===== src/rtl/matrix_mult_pkg.sv =====
// Shared types and helpers for the systolic-array sequencer.
// Config bundle, state encoding and tile-count helper.
package matrix_mult_pkg;

  localparam int ROW_DEF      = 4;
  localparam int COL_DEF      = 4;
  localparam int PIPE_LAT_DEF = ROW_DEF + COL_DEF;
  localparam int OFF_W        = 16;
  localparam int CNT_W        = 10;

  typedef enum logic [2:0] {
    IDLE,
    LOAD,
    IN,
    IN_OUT,
    OUT,
    DONE
  } state_struct;

  typedef struct packed {
    logic [OFF_W-1:0] w_offset;
    logic [OFF_W-1:0] i_offset;
    logic [OFF_W-1:0] psum_offset;
    logic [OFF_W-1:0] o_offset_w;
    logic [CNT_W-1:0] i_rows;
    logic [CNT_W-1:0] w_cols;
    logic             accum_en;
  } data_config_struct;

  function automatic logic [CNT_W-1:0] n_tiles(
    input logic [CNT_W-1:0] w_cols,
    input int               col
  );
    int t;
    t = (int'(w_cols) + col - 1) / col;
    return CNT_W'(t);
  endfunction

endpackage


===== src/rtl/matrix_mult_addr_gen.sv =====
// Address generator: base + tile*stride + index,
// truncated to the memory port width (wraps silently).
module matrix_mult_addr_gen
  import matrix_mult_pkg::*;
#(
  parameter int AW = 9
) (
  input  logic [OFF_W-1:0] base,
  input  logic [CNT_W-1:0] tile,
  input  logic [CNT_W-1:0] stride,
  input  logic [CNT_W-1:0] idx,
  output logic [AW-1:0]    addr
);

  localparam int SW = (OFF_W > 2*CNT_W) ? OFF_W + 1 : 2*CNT_W + 1;

  logic [SW-1:0] sum;
  logic          unused_hi;

  assign sum = SW'(base)
             + SW'(tile) * SW'(stride)
             + SW'(idx);
  assign addr = sum[AW-1:0];
  assign unused_hi = ^sum[SW-1:AW];

endmodule


===== src/rtl/matrix_mult_seq.sv =====
// Control sequencer for the weight-stationary systolic array:
// walks tiles through LOAD/IN/IN_OUT/OUT and drives memory ports.
module matrix_mult_seq
  import matrix_mult_pkg::*;
#(
  parameter int WIDTH    = 8,
  parameter int ROW      = ROW_DEF,
  parameter int COL      = COL_DEF,
  parameter int W_SIZE   = 512,
  parameter int I_SIZE   = 512,
  parameter int O_SIZE   = 512,
  parameter int PIPE_LAT = ROW + COL
) (
  input  logic                      clk,
  input  logic                      rst_n,
  input  logic                      start,
  input  logic                      abort,
  input  data_config_struct         cfg,
  output logic                      w_ren,
  output logic [$clog2(W_SIZE)-1:0] w_addr,
  output logic                      i_ren,
  output logic [$clog2(I_SIZE)-1:0] i_addr,
  output logic                      psum_ren,
  output logic [$clog2(O_SIZE)-1:0] psum_addr,
  output logic                      o_wen,
  output logic [$clog2(O_SIZE)-1:0] o_addr,
  output logic                      arr_load,
  output logic                      arr_valid,
  output state_struct               state,
  output logic                      busy,
  output logic                      done
);

  localparam int KW = (ROW > 1) ? $clog2(ROW) : 1;
  localparam int unused_width = WIDTH;

  state_struct       state_q, state_d;
  data_config_struct cfg_q;
  logic [CNT_W-1:0]  ntiles_q;
  logic [CNT_W-1:0]  t_q, n_q, m_q, p_q;
  logic [KW-1:0]     k_q;
  logic [PIPE_LAT-1:0] pipe_q;
  logic              arr_load_q;
  logic              last_k, last_in, last_out, last_p;
  logic              more_tiles;
  logic [CNT_W-1:0]  rows_m1;

  assign rows_m1    = cfg_q.i_rows - CNT_W'(1);
  assign w_ren      = (state_q == LOAD);
  assign i_ren      = (state_q == IN) || (state_q == IN_OUT);
  assign o_wen      = pipe_q[PIPE_LAT-1];
  assign psum_ren   = cfg_q.accum_en & pipe_q[PIPE_LAT-2];
  assign arr_load   = arr_load_q;
  assign arr_valid  = pipe_q[0];
  assign state      = state_q;
  assign busy       = (state_q != IDLE);
  assign done       = (state_q == DONE);
  assign last_k     = (k_q == KW'(ROW - 1));
  assign last_in    = i_ren && (n_q == rows_m1);
  assign last_out   = o_wen && (m_q == rows_m1);
  assign last_p     = (p_q == rows_m1);
  assign more_tiles = ({1'b0, t_q} + (CNT_W+1)'(1)) < {1'b0, ntiles_q};

  // State register
  always_ff @(posedge clk or negedge rst_n) begin
    if (!rst_n) state_q <= IDLE;
    else        state_q <= state_d;
  end

  // Next-state decode; abort overrides everything
  always_comb begin
    state_d = state_q;
    unique case (state_q)
      IDLE: begin
        if (start) begin
          if (cfg.i_rows == '0 || cfg.w_cols == '0)
            state_d = DONE;
          else
            state_d = LOAD;
        end
      end
      LOAD:   if (last_k) state_d = IN;
      IN: begin
        if (last_in)                     state_d = OUT;
        else if (pipe_q[PIPE_LAT-2])     state_d = IN_OUT;
      end
      IN_OUT: if (last_in) state_d = OUT;
      OUT: begin
        if (last_out) state_d = more_tiles ? LOAD : DONE;
      end
      DONE:    state_d = IDLE;
      default: state_d = IDLE;
    endcase
    if (abort) state_d = IDLE;
  end

  // Config latch, index counters and in-flight tracker
  always_ff @(posedge clk or negedge rst_n) begin
    if (!rst_n) begin
      cfg_q      <= '0;
      ntiles_q   <= '0;
      t_q        <= '0;
      k_q        <= '0;
      n_q        <= '0;
      m_q        <= '0;
      p_q        <= '0;
      pipe_q     <= '0;
      arr_load_q <= 1'b0;
    end else if (abort) begin
      t_q        <= '0;
      k_q        <= '0;
      n_q        <= '0;
      m_q        <= '0;
      p_q        <= '0;
      pipe_q     <= '0;
      arr_load_q <= 1'b0;
    end else begin
      pipe_q     <= {pipe_q[PIPE_LAT-2:0], i_ren};
      arr_load_q <= w_ren;
      if (state_q == IDLE && start) begin
        cfg_q    <= cfg;
        ntiles_q <= n_tiles(cfg.w_cols, COL);
        t_q      <= '0;
        k_q      <= '0;
        n_q      <= '0;
        m_q      <= '0;
        p_q      <= '0;
      end
      if (w_ren)    k_q <= last_k ? '0 : k_q + KW'(1);
      if (i_ren)    n_q <= last_in ? '0 : n_q + CNT_W'(1);
      if (o_wen)    m_q <= last_out ? '0 : m_q + CNT_W'(1);
      if (psum_ren) p_q <= last_p ? '0 : p_q + CNT_W'(1);
      if (last_out && more_tiles) t_q <= t_q + CNT_W'(1);
    end
  end

  matrix_mult_addr_gen #(.AW($clog2(W_SIZE))) u_w_gen (
    .base   (cfg_q.w_offset),
    .tile   (t_q),
    .stride (CNT_W'(ROW)),
    .idx    (CNT_W'(k_q)),
    .addr   (w_addr)
  );

  matrix_mult_addr_gen #(.AW($clog2(I_SIZE))) u_i_gen (
    .base   (cfg_q.i_offset),
    .tile   ('0),
    .stride ('0),
    .idx    (n_q),
    .addr   (i_addr)
  );

  matrix_mult_addr_gen #(.AW($clog2(O_SIZE))) u_p_gen (
    .base   (cfg_q.psum_offset),
    .tile   (t_q),
    .stride (cfg_q.i_rows),
    .idx    (p_q),
    .addr   (psum_addr)
  );

  matrix_mult_addr_gen #(.AW($clog2(O_SIZE))) u_o_gen (
    .base   (cfg_q.o_offset_w),
    .tile   (t_q),
    .stride (cfg_q.i_rows),
    .idx    (m_q),
    .addr   (o_addr)
  );

endmodule


===== config.mk =====
export PLATFORM = sky130hd
export DESIGN_NAME = matrix_mult_seq
export DESIGN_NICKNAME = d
export VERILOG_FILES = /design/src/rtl/matrix_mult_pkg.sv /design/src/rtl/matrix_mult_addr_gen.sv /design/src/rtl/matrix_mult_seq.sv
export SDC_FILE = /design/constraint.sdc
export NUM_CORES = 1
export LEC_CHECK = 0
export CAP_MARGIN = 15
export CORE_MARGIN = 10
export CORE_UTILIZATION = 55
export DETAILED_ROUTE_END_ITERATION = 6
export GPL_ROUTABILITY_DRIVEN = 0
export HOLD_SLACK_MARGIN = 0.12
export PLACE_DENSITY = 0.79
export SYNTH_ARGS = -nofsm -noshare
export SYNTH_HDL_FRONTEND = slang
export SYNTH_SLANG_ARGS = --single-unit

===== constraint.sdc =====
create_clock -name clk -period 17.2 [get_ports clk]
set_input_delay 3.44 -clock clk [delete_from_list [all_inputs] [get_ports clk]]
set_output_delay 3.44 -clock clk [all_outputs]
set_load 0.05 [all_outputs]

Word level (Yosys, flattened, before mapping):

Cells that the tools add are included.

* shift operators: 0
* $add $sub $neg: 17
* muxes and demuxes: 28
* bitwise gates (word level): 3
* reductions and logical operators: 18
* eq/ne operators: 14
* divide/modulo/power cells: 0
* order comparisons: 1
* $mul: 1

Operators by type and width (count)
* two-way mux 10 bit: 12
* adder 9 bit: 6
* adder 10 x 1 -> 10 bit (second input constant): 4
* == test 10 bit: 3
* two-way mux 3 bit: 9
* zero test 10 bit: 2
* nonzero test 3 bit: 6
* case mux 3 bit (5 select lines): 1
* subtractor 11 x 1 -> 12 bit (second input constant): 1
* adder 10 x 1 -> 11 bit (second input constant): 1
* adder 10 x 3 -> 11 bit (second input constant): 1
* less-than comparator 11 x 10 -> 1 bit: 1
* adder 10 x 1 -> 10 bit: 1
* multiplier 10 x 10 -> 9 bit: 1
* subtractor 10 x 1 -> 10 bit (second input constant): 1
* adder 9 x 2 -> 9 bit: 1
* != test 3 bit (second input constant): 3
* two-way mux 2 bit: 4
* two-way mux 8 bit: 1
* == test 3 x 2 -> 1 bit (second input constant): 2
* == test 3 bit (second input constant): 2
* AND reduction 5 bit: 1
* logical AND 1 bit: 4
* != test 4 bit (second input constant): 1
* other kinds (11): 13

* output and inout port bits: 47
* latch bits: 0
* bits in registers: 111
* memories kept: 0
* ROM bits: 0
* word-level logic and storage cells: 97
* input bits: 89
* memory bits (writable): 0

Depth between registers and ports, before layout:

Gate-level depths: netlist of run 1.

* word-level depth: 6
* gate-level depth with buffers: 21
* gate-level depth less buffers: 19

Hierarchy:

Synthesis of run 1 repeated with hierarchy kept, for this count alone.

* cells, all modules: 1411
* area total of the unflattened synthesis: 13570.5 sq um

By module, submodules not included
* matrix_mult_seq: cells each 663, times used 1, area an instance 7159.4 sq um, sequential area each 3453.3 sq um
* matrix_mult_addr_gen: cells each 187, times used 4, area an instance 1602.8 sq um, sequential area each 0.0 sq um

Worst setup path before layout of run 1:

OpenSTA, ideal clock, no wires.

* path kind: reg-to-output
* from: register cfg_q[13] (netlist bit)
* to: output port psum_addr[8]
* arrival: 5.591 ns
* stages on the path, launching flop included: 22
* setup slack: 8.169 ns
* data required time: 13.760 ns
* buffers on the path: 2
* path through: dfrtp_1 -> buf_2 -> buf_1 -> nand2_1 -> fa_1 -> inv_1 -> fa_1 -> ha_1 -> inv_1 -> fa_1 -> inv_1 -> ha_1 -> a21o_1 -> a21oi_1 -> xor2_1 -> fa_1 -> inv_1 -> ha_1 -> or3_1 -> o21ai_0 -> a21oi_1 -> xnor2_1

* longest elaborated chain between the ends: 3

RTL lines
* start, declared: RTL line matrix_mult_seq.sv:38 `data_config_struct cfg_q;`
* start signal, assigned: RTL line matrix_mult_seq.sv:121 `cfg_q <= cfg;`
* multiplier 10 x 10 -> 9 bit: RTL line matrix_mult_addr_gen.sv:21 `+ SW'(tile) * SW'(stride)`
* adder 9 bit: RTL line matrix_mult_addr_gen.sv:21
* adder 9 bit: RTL line matrix_mult_addr_gen.sv:22 `+ SW'(idx);`
* end, declared: RTL line matrix_mult_seq.sv:24 `output logic [$clog2(O_SIZE)-1:0] psum_addr,`

Every way passes these cells.

Worst setup path after layout of run 1:

* from: register cfg_q[13] (netlist bit)
* to: output port o_addr[8]

* longest elaborated chain between the ends: 3

RTL lines
* multiplier 10 x 10 -> 9 bit: RTL line matrix_mult_addr_gen.sv:21
* adder 9 bit: RTL line matrix_mult_addr_gen.sv:21
* adder 9 bit: RTL line matrix_mult_addr_gen.sv:22
* end, declared: RTL line matrix_mult_seq.sv:26 `output logic [$clog2(O_SIZE)-1:0] o_addr,`

Every way passes these cells.

==> flow_summary.ini, run 1 <==
[clocking]
cts_resized = 0
ctsHtreeMaxLevel = 3
postCtsSetupBuffers = 0
clock_latency_ns = 0.37
numCtsBuffers = 9
cts_sinks = 110
cts_hold_buf = 0
cts_tree = built
path_clk_slew_ns = 0.08
clockBufferDepth = 2
root_buffer = clkbuf_16

[die]
die_h_um = 147.5
dieArea_um2 = 21740
rows = 46
start_util_pct = 56.25
die_width_um = 147.5
io_pins = 136
core_um2 = 15890

[global_route]
grt_max_degree = 78
grt_pass1_wl_um = 36570
grt_pass1_vias = 7366
antenna_found_initial = 0
grt-ovfl-total = 0
grtUsageTotal_pct = 20.29

[critical_path]
endpoint_kind = primary output
cp_data_required_time_ns = 13.76
r2r_cells = 9
r2r_start = cfg_q[11]
start_kind = flip-flop
critPathMaxFanout = 19
cp.arrival_ns = 6.50
reg2reg_to = t_q[1]
r2r_setup_slack_ns = 13.46
cp-startpoint = cfg_q[13]
crit_type = reg -> out

[sta]
finalClockSkew_ns = 0.007927
whs_ns = 0.4664
hold_viol_final = 0
rsz0062_at_grt = no
slew_violations = 0
relSlewSlack_pct = 25.80
fmax_mhz = 100.6
period_needed_ns = 9.939
worstMarginPinSlew_ns = 1.111
fin_ws_ns = 7.261
fin_setup_tns_ns = 0
setup_violations = 0
fin_crit_sh_pct = 57.78

[synthesis]
synth.avg_cell_area_um2 = 8.935
yosysTopAreaCell = dfrtp_1
postSynthRegisterBits = 110
netlist_instances = 1000
yosysTopAreaCellShare_pct = 30.81
yosysWarnings = 0
synth-edff-count = 0
ys_top_cells_by_count = inv_1, dfrtp_1, nand2_1
synthTopCellsByArea = dfrtp_1, ha_1, fa_1
ys_types = 75
yosysMostFrequentCell = inv_1
synthFlopType = dfrtp_1
syn_nets = 1188
seq_area_frac_synth_pct = 30.81
async_flop_share_pct = 100.0
syn-cell-area_um2 = 8935

[layout]
multi_input_area_um2 = 5477
syn_to_final_growth_pct = 16.48
seq_area_um2 = 2753
drive_above_1_share_pct = 6.122
final_nets = 1261
fin_cells = 1294
fillerInstances = 1326
diodes = 0

[hold_path]
hold_depth = 1
min_path_type = reg -> reg
holdPathEnd = pipe_q[5]
min_from = pipe_q[4]

[outcome]
status = finished, final reports clean

[detailed_routing]
drtPass1Iterations = 5
vias = 7214
drc = 0
first_iter_violations = 531
ant_nets = 0
viasPerCell = 5.575
wl_um = 21590
wl_per_cell_um = 16.68

[pwr]
power.total_mw = 1.413
peakVddDrop_mv = 0.1100
power_per_cell_area_nw_per_um2 = 135.8
p_leak_nw = 4.835

[placed_design]
dp.cells = 1278
port_buffers = 107
pre_cts_ws_ns = 7.640
post-dp-hpwl_um = 16330

[run]
maxCapViolations = 0
sequential cells by signal, summed over array words and instances, names as in the netlist:
register	cells
arr_load	1
cfg_q	47
k_q	2
m_q	10
n_q	10
ntiles_q	9
p_q	10
pipe_q	8
state	3
t_q	10
critical path, cell delays in order, from the launching register on:
cell	delay [ns]
dfrtp_1	0.83
nand2_1	0.17
fa_1	0.56
inv_1	0.05
fa_1	0.45
ha_1	0.29
inv_1	0.05
fa_1	0.59
inv_1	0.06
ha_1	0.28
a21o_1	0.17
a21oi_1	0.17
xor2_1	0.14
fa_1	0.51
inv_1	0.05
ha_1	0.21
o41ai_1	0.54
xnor2_1	0.18
clkdlybuf4s50_1	0.82
through the flow:
step           instance area (um2)  utilization [%]
6_report                     10410            65.52
3_5_place_dp                 10090            63.54
3_3_place_gp                 10090            63.54
4_1_cts                      10410            65.52
5_1_grt                      10410            65.52
2_1_floorplan                 8935                -
worst max path at each step:
| stage | to |
|---|---|
| 5_1_grt | psum_addr[8] |
| 3_3_place_gp | o_addr[8] |
| 6_report | o_addr[8] |
| 3_5_place_dp | o_addr[8] |
| 2_1_floorplan | psum_addr[8] |
| 4_1_cts | o_addr[8] |
cells in the final DEF, fill, tap and decap left out, drive strengths merged, types with 19 or more instances in the layout:
master / n
inv: 136
dfrtp: 110
clkdlybuf4s50: 106
nand2: 93
o21ai: 64
xnor2: 62
ha: 61
a21oi: 44
fa: 38
nor2: 34
nand3: 29
xor2: 29
mux2: 29
nand2b: 22
a21o: 21
nor3: 20
nor2b: 19
layout make-up:
type	count	share of cell area, %
multi-input cells	709	52.62
clock inverters	7	0.8536
flip-flops and latches	110	26.45
clock buffers	9	2.164
inverters	132	4.761
repair buffers	111	10.56
well taps	216	2.597
cells by family (layout without fill, tap and decap cells):
kind of cell | Yosys count | count (layout) | synth area share, %
AO/OA/AOI/OAI | 191 | 191 | 13.36
XOR/XNOR | 94 | 94 | 9.676
adder cells (fa/ha/maj) | 100 | 100 | 17.17
buffers and inverters | 181 | 259 | 7.982
flip-flops | 110 | 110 | 30.81
multiplexers | 30 | 30 | 3.767
AND/OR/NAND/NOR | 294 | 294 | 17.24
layer usage:
metal | share of wire [%] | vias up | GRT usage [%]
met4 | 1.2 | 0 | 4.311
li1 | - | 3502 | -
met5 | 0 | - | 0
met1 | 45 | 3522 | 26.34
met2 | 49 | 168 | 33.90
met3 | 5.1 | 22 | 4.579
power by group:
group	switching (mW)	internal, mW	leakage (nW)	total [mW]
Clock	0.108	0.117	0.155	0.225
Combinational	0.469	0.299	3.26	0.768
Sequential	0.0918	0.329	1.42	0.421
Note: power is estimated with default switching activity, not from simulation.
==> run 2: changes to the inputs <==
==> constraint.sdc (replaced) <==
create_clock -name clk -period 9.9 [get_ports clk]
set_input_delay 1.98 -clock clk [delete_from_list [all_inputs] [get_ports clk]]
set_output_delay 1.98 -clock clk [all_outputs]
set_load 0.05 [all_outputs]
==> run 2 against run 1 <==
Against the previous run:
- critical path depth is 1 lower
- sequential share of layout area increased by 0.076 points
- non-clock buffer count fell by 1
- count of clock-buffer cells in the layout increased by 3
- setup slack lost 5.9 ns
- global-route usage decreased by 0.30 points
- clock power increased by 64%
- die area stayed put
- register-to-register slack worse by 7.2 ns
- critical path type unchanged
- critical endpoint is now psum_addr[8]
- largest cell class unchanged
- largest power group unchanged
==> flow_summary.ini, run 2 (synthesis gave the netlist of run 1 again) <==
[critical_path]
cp.arrival_ns = 6.51
r2r_cells = 9
endpoint_kind = primary output
cp-endpoint = psum_addr[8]
cpPeakStageDelay_ns = 0.84
cp.depth = 17
reg2reg_to = t_q[5]
cp_top_family = adder cells
path_cells = nand2_1, fa_1, inv_1, fa_1, ha_1, inv_1, fa_1, fa_1, xor2_1, fa_1, inv_1, ha_1, or3_1, o21ai_0, a21oi_1, xnor2_1, clkdlybuf4s50_1
critPathMaxFanout = 19
cp_common_cell = fa_1
cp_data_required_time_ns = 7.92
critical-path-slowest-cell = clkdlybuf4s50_1
cp-startpoint = cfg_q[13]
r2r_start = cfg_q[11]
r2r_setup_slack_ns = 6.23
crit_type = reg -> out
start_kind = flip-flop
critPathBufInv = 4

[detailed_routing]
first_iter_violations = 470
ant_nets = 0
drc = 0
wl_per_cell_um = 16.65
viasPerCell = 5.517
drtPass1Iterations = 5
vias = 7134
wl_um = 21530

[die]
die_width_um = 147.5
die_h_um = 147.5
dieArea_um2 = 21740
core_um2 = 15890
start_util_pct = 56.25
io_pins = 136
rows = 46

[global_route]
antenna_found_initial = 0
grt_pass1_wl_um = 35910
grt_max_degree = 80
grt-ovfl-total = 0
use_met3_pct = 3.602
use_met2_pct = 33.52
grt_pass1_vias = 7300
met1_usage_pct = 25.19
grt_busiest_layer = met2
grtUsageTotal_pct = 19.99

[layout]
drive_above_1_share_pct = 5.757
syn_to_final_growth_pct = 16.15
regMostFlops = cfg_q
final_nets = 1260
largest_reg_flops = 47
diodes = 0
fillerInstances = 1335
layout_commonest_cell = inv_1
fin_area_um2 = 10380
final_cell_mix = inv_1, dfrtp_1, clkdlybuf4s50_1, nand2_1, xnor2_1

[clocking]
clock_latency_ns = 0.37
cts_resized = 0
ctsHtreeMaxLevel = 3
clockBufferDepth = 2
root_buffer = clkbuf_16
path_clk_slew_ns = 0.07
cts_hold_buf = 0
numCtsBuffers = 9
postCtsSetupBuffers = 0
cts_sinks = 110
cts_tree = built

[sta]
slew_violations = 0
whs_ns = 0.4718
period_needed_ns = 8.495
fmax_mhz = 117.7
finalClockSkew_ns = 0.01206
setup_violations = 0
fin_setup_tns_ns = 0
relSlewSlack_pct = 23.22
fin_crit_sh_pct = 85.81
worstMarginPinSlew_ns = 1.149
hold_viol_final = 0
fin_ws_ns = 1.405
rsz0062_at_grt = no

[run]
maxCapViolations = 0

[hold_path]
min_path_type = reg -> reg

[placed_design]
placed_area_um2 = 10090
pre_cts_ws_ns = 1.774
post-dp-hpwl_um = 16460
port_buffers = 107

[pwr]
power_per_cell_area_nw_per_um2 = 234.3
p_leak_nw = 4.812
peakVddDrop_mv = 0.1710

[outcome]
status = finished, final reports clean
run 2: cell types whose count changed in the layout (fill, tap and decap cells not counted), sizes merged:
cell,before,now
clkbuf,9,12
clkinvlp,0,1
clkinv,2,1
buf,5,4
inv,136,133
run 2: cell type report:
class | instances | area, um2 | share of cell area, %
clock buffers | 12 | 236.5 | 2.279
clock inverters | 4 | 55.05 | 0.5305
inverters | 132 | 495.5 | 4.775
multi-input cells | 709 | 5477 | 52.77
flip-flops and latches | 110 | 2753 | 26.53
well taps | 216 | 270.3 | 2.604
repair buffers | 110 | 1091 | 10.51
run 2: worst min path at each step:
stage	slack (ns)	depth (start not counted)	to	from
2_1_floorplan	0.44	1	pipe_q[2]	pipe_q[1]
3_3_place_gp	0.45	1	pipe_q[5]	pipe_q[4]
3_5_place_dp	0.45	1	pipe_q[2]	pipe_q[1]
4_1_cts	0.47	1	pipe_q[6]	pipe_q[5]
5_1_grt	0.51	1	pipe_q[6]	pipe_q[5]
6_report	0.47	1	pipe_q[2]	pipe_q[1]
run 2: routing by layer:
layer  wire, um  up-vias  part of all wire, %
met2      10450      168                   49
met4        508        0                  2.4
li1           -     3497                    -
met1       9579     3437                   44
met5          0        -                    0
met3        988       32                  4.6
run 2: report_power, final:
part | leakage [nW] | internal, mW | switching (mW)
Sequential | 1.42 | 0.572 | 0.159
Combinational | 3.26 | 0.518 | 0.814
Clock | 0.137 | 0.198 | 0.171
run 2: stage by stage:
step / power [mW] / util [%] / cells
after floorplan: 1.692 / - / 1000
final: 2.432 / 65.33 / 1293
after global routing: 2.594 / 65.33 / 1293
after detailed placement: 2.075 / 63.49 / 1277
after global placement: 2.041 / 63.49 / 1277
after CTS: 2.450 / 65.33 / 1293
==> run 3: changes to the inputs <==
--- a/config.mk
+++ b/config.mk
@@ -5,11 +5,9 @@
 export SDC_FILE = /design/constraint.sdc
 export NUM_CORES = 1
 export LEC_CHECK = 0
-export CAP_MARGIN = 15
 export CORE_MARGIN = 10
 export CORE_UTILIZATION = 55
 export DETAILED_ROUTE_END_ITERATION = 6
-export GPL_ROUTABILITY_DRIVEN = 0
 export HOLD_SLACK_MARGIN = 0.12
 export PLACE_DENSITY = 0.79
 export SYNTH_ARGS = -nofsm -noshare
==> constraint.sdc (replaced) <==
create_clock -name clk -period 9.9 [get_ports clk]
set_input_delay 0.99 -clock clk [delete_from_list [all_inputs] [get_ports clk]]
set_output_delay 0.99 -clock clk [all_outputs]
set_load 0.05 [all_outputs]
==> run 3 against run 2 <==
Against the previous run:
- critical path depth increased by 1
- flip-flop and latch count unchanged
- count of clock-buffer cells in the layout decreased by 2
- core utilization barely moved
- register-to-register slack worse by 0.12 ns
- worst hold slack better by 0.0044 ns
- die area unchanged
- combinational power about the same
==> flow_summary.ini, run 3 (synthesis gave the netlist of run 1 again) <==
[sta]
fin_setup_tns_ns = 0
hold_viol_final = 0
setup_violations = 0
whs_ns = 0.4763
period_needed_ns = 7.554
fin_crit_sh_pct = 76.30
slew_violations = 0
worstMarginPinSlew_ns = 1.056
fmax_mhz = 132.4
finalClockSkew_ns = 0.01077
relSlewSlack_pct = 29.48
rsz0062_at_grt = no
fin_ws_ns = 2.346

[layout]
fin_area_um2 = 10380
fin_cells = 1294
drive_above_1_share_pct = 6.122
final_nets = 1261
regMostFlops = cfg_q
syn_to_final_growth_pct = 16.13
largest_reg_flops = 47
diodes = 0
final_cell_mix = inv_1, dfrtp_1, clkdlybuf4s50_1, nand2_1, xnor2_1
layout_commonest_cell = inv_1

[detailed_routing]
drtPass1Iterations = 5
wl_per_cell_um = 16.80
ant_nets = 0
first_iter_violations = 561
vias = 7207
wl_um = 21730
viasPerCell = 5.570
drc = 0

[placed_design]
placed_area_um2 = 10090
port_buffers = 107
place.gp.congestion = 0.9558
post-dp-hpwl_um = 16620
pre_cts_ws_ns = 2.792
dp.cells = 1278

[critical_path]
r2r_start = cfg_q[11]
cp.arrival_ns = 6.56
path_cells = nand2_1, fa_1, inv_1, fa_1, ha_1, inv_1, fa_1, inv_1, ha_1, a21o_1, a21oi_1, xor2_1, fa_1, inv_1, ha_1, o41ai_1, xnor2_1, clkdlybuf4s50_1
cpPeakStageDelay_ns = 0.82
cp_top_family = adder cells
cp_data_required_time_ns = 8.91
reg2reg_to = t_q[1]
r2r_cells = 9
crit_type = reg -> out
critPathBufInv = 5
endpoint_kind = primary output
critPathMaxFanout = 19
start_kind = flip-flop
r2r_setup_slack_ns = 6.11
critical-path-slowest-cell = clkdlybuf4s50_1

[clocking]
numCtsBuffers = 9
cts_tree = built
path_clk_slew_ns = 0.08
cts_sinks = 110
root_buffer = clkbuf_16
ctsHtreeMaxLevel = 3
postCtsSetupBuffers = 0
cts_resized = 0
clock_latency_ns = 0.37
clockBufferDepth = 2
cts_hold_buf = 0

[pwr]
peakVddDrop_mv = 0.1957
power_per_cell_area_nw_per_um2 = 233.7
p_leak_nw = 4.819

[hold_path]
min_from = pipe_q[5]
holdPathEnd = pipe_q[6]
hold_depth = 1
min_path_type = reg -> reg

[global_route]
grt_pass1_vias = 7445
grt_pass1_wl_um = 36530
use_met2_pct = 34.08
met1_usage_pct = 25.42
grt_busiest_layer = met2
grt-ovfl-total = 0
antenna_found_initial = 0
grt_max_degree = 79
use_met3_pct = 3.846
grtUsageTotal_pct = 20.38

[die]
die_width_um = 147.5
core_um2 = 15890
io_pins = 136
start_util_pct = 56.25
rows = 46
die_h_um = 147.5
dieArea_um2 = 21740

[run]
maxCapViolations = 0

[outcome]
status = finished, final reports clean
## run 3: worst reg2reg max path: stages, from the launching register on
cell and delay, ns:
dfrtp_1 0.63, inv_1 0.17, ha_1 0.50, or3b_2 0.55
nor2_2 0.15, mux2i_1 0.24, nor4b_1 0.46, nand4_1 0.31
and2_0 0.38, a22o_1 0.29
## run 3: worst max path at each step
| stage | from | endpoint | slack (ns) | cells past startpoint |
|---|---|---|---|---|
| 4_1_cts | cfg_q[13] | o_addr[8] | 2.38 | 18 |
| 3_3_place_gp | cfg_q[13] | o_addr[8] | 2.88 | 18 |
| 5_1_grt | cfg_q[13] | psum_addr[8] | 2.07 | 20 |
| 2_1_floorplan | cfg_q[13] | psum_addr[8] | 3.32 | 21 |
| 3_5_place_dp | cfg_q[13] | o_addr[8] | 2.79 | 18 |
| 6_report | cfg_q[13] | o_addr[8] | 2.35 | 18 |
## run 3: where the power goes
| part | internal (mW) | leakage [nW] | total, mW | switching [mW] |
|---|---|---|---|---|
| combinational | 0.519 | 3.26 | 1.33 | 0.815 |
| clock | 0.179 | 0.139 | 0.360 | 0.180 |
| sequential | 0.571 | 1.42 | 0.731 | 0.160 |
| total | 1.27 | 4.82 | 2.42 | 1.16 |
## run 3: area by class of cell
cell class | instances | area (um2)
inverter | 132 | 495.5
tap | 216 | 270.3
multi-input combinational | 709 | 5477
timing repair buffer | 111 | 1099
clock buffer | 10 | 239.0
fill | 1327 | 5509
clock inverter | 6 | 43.79
sequential | 110 | 2753
## run 3: metal layers
metal / part of all wire, % / vias up
li1: - / 3506
met2: 48 / 200
met3: 5.1 / 34
met5: 0 / -
met1: 44 / 3467
met4: 2.6 / 0
## run 3: stage by stage
step	power (mW)	utilization, %
2_1_floorplan	1.692	-
3_3_place_gp	2.045	63.54
3_5_place_dp	2.080	63.54
4_1_cts	2.442	65.32
5_1_grt	2.587	65.32
6_report	2.425	65.32
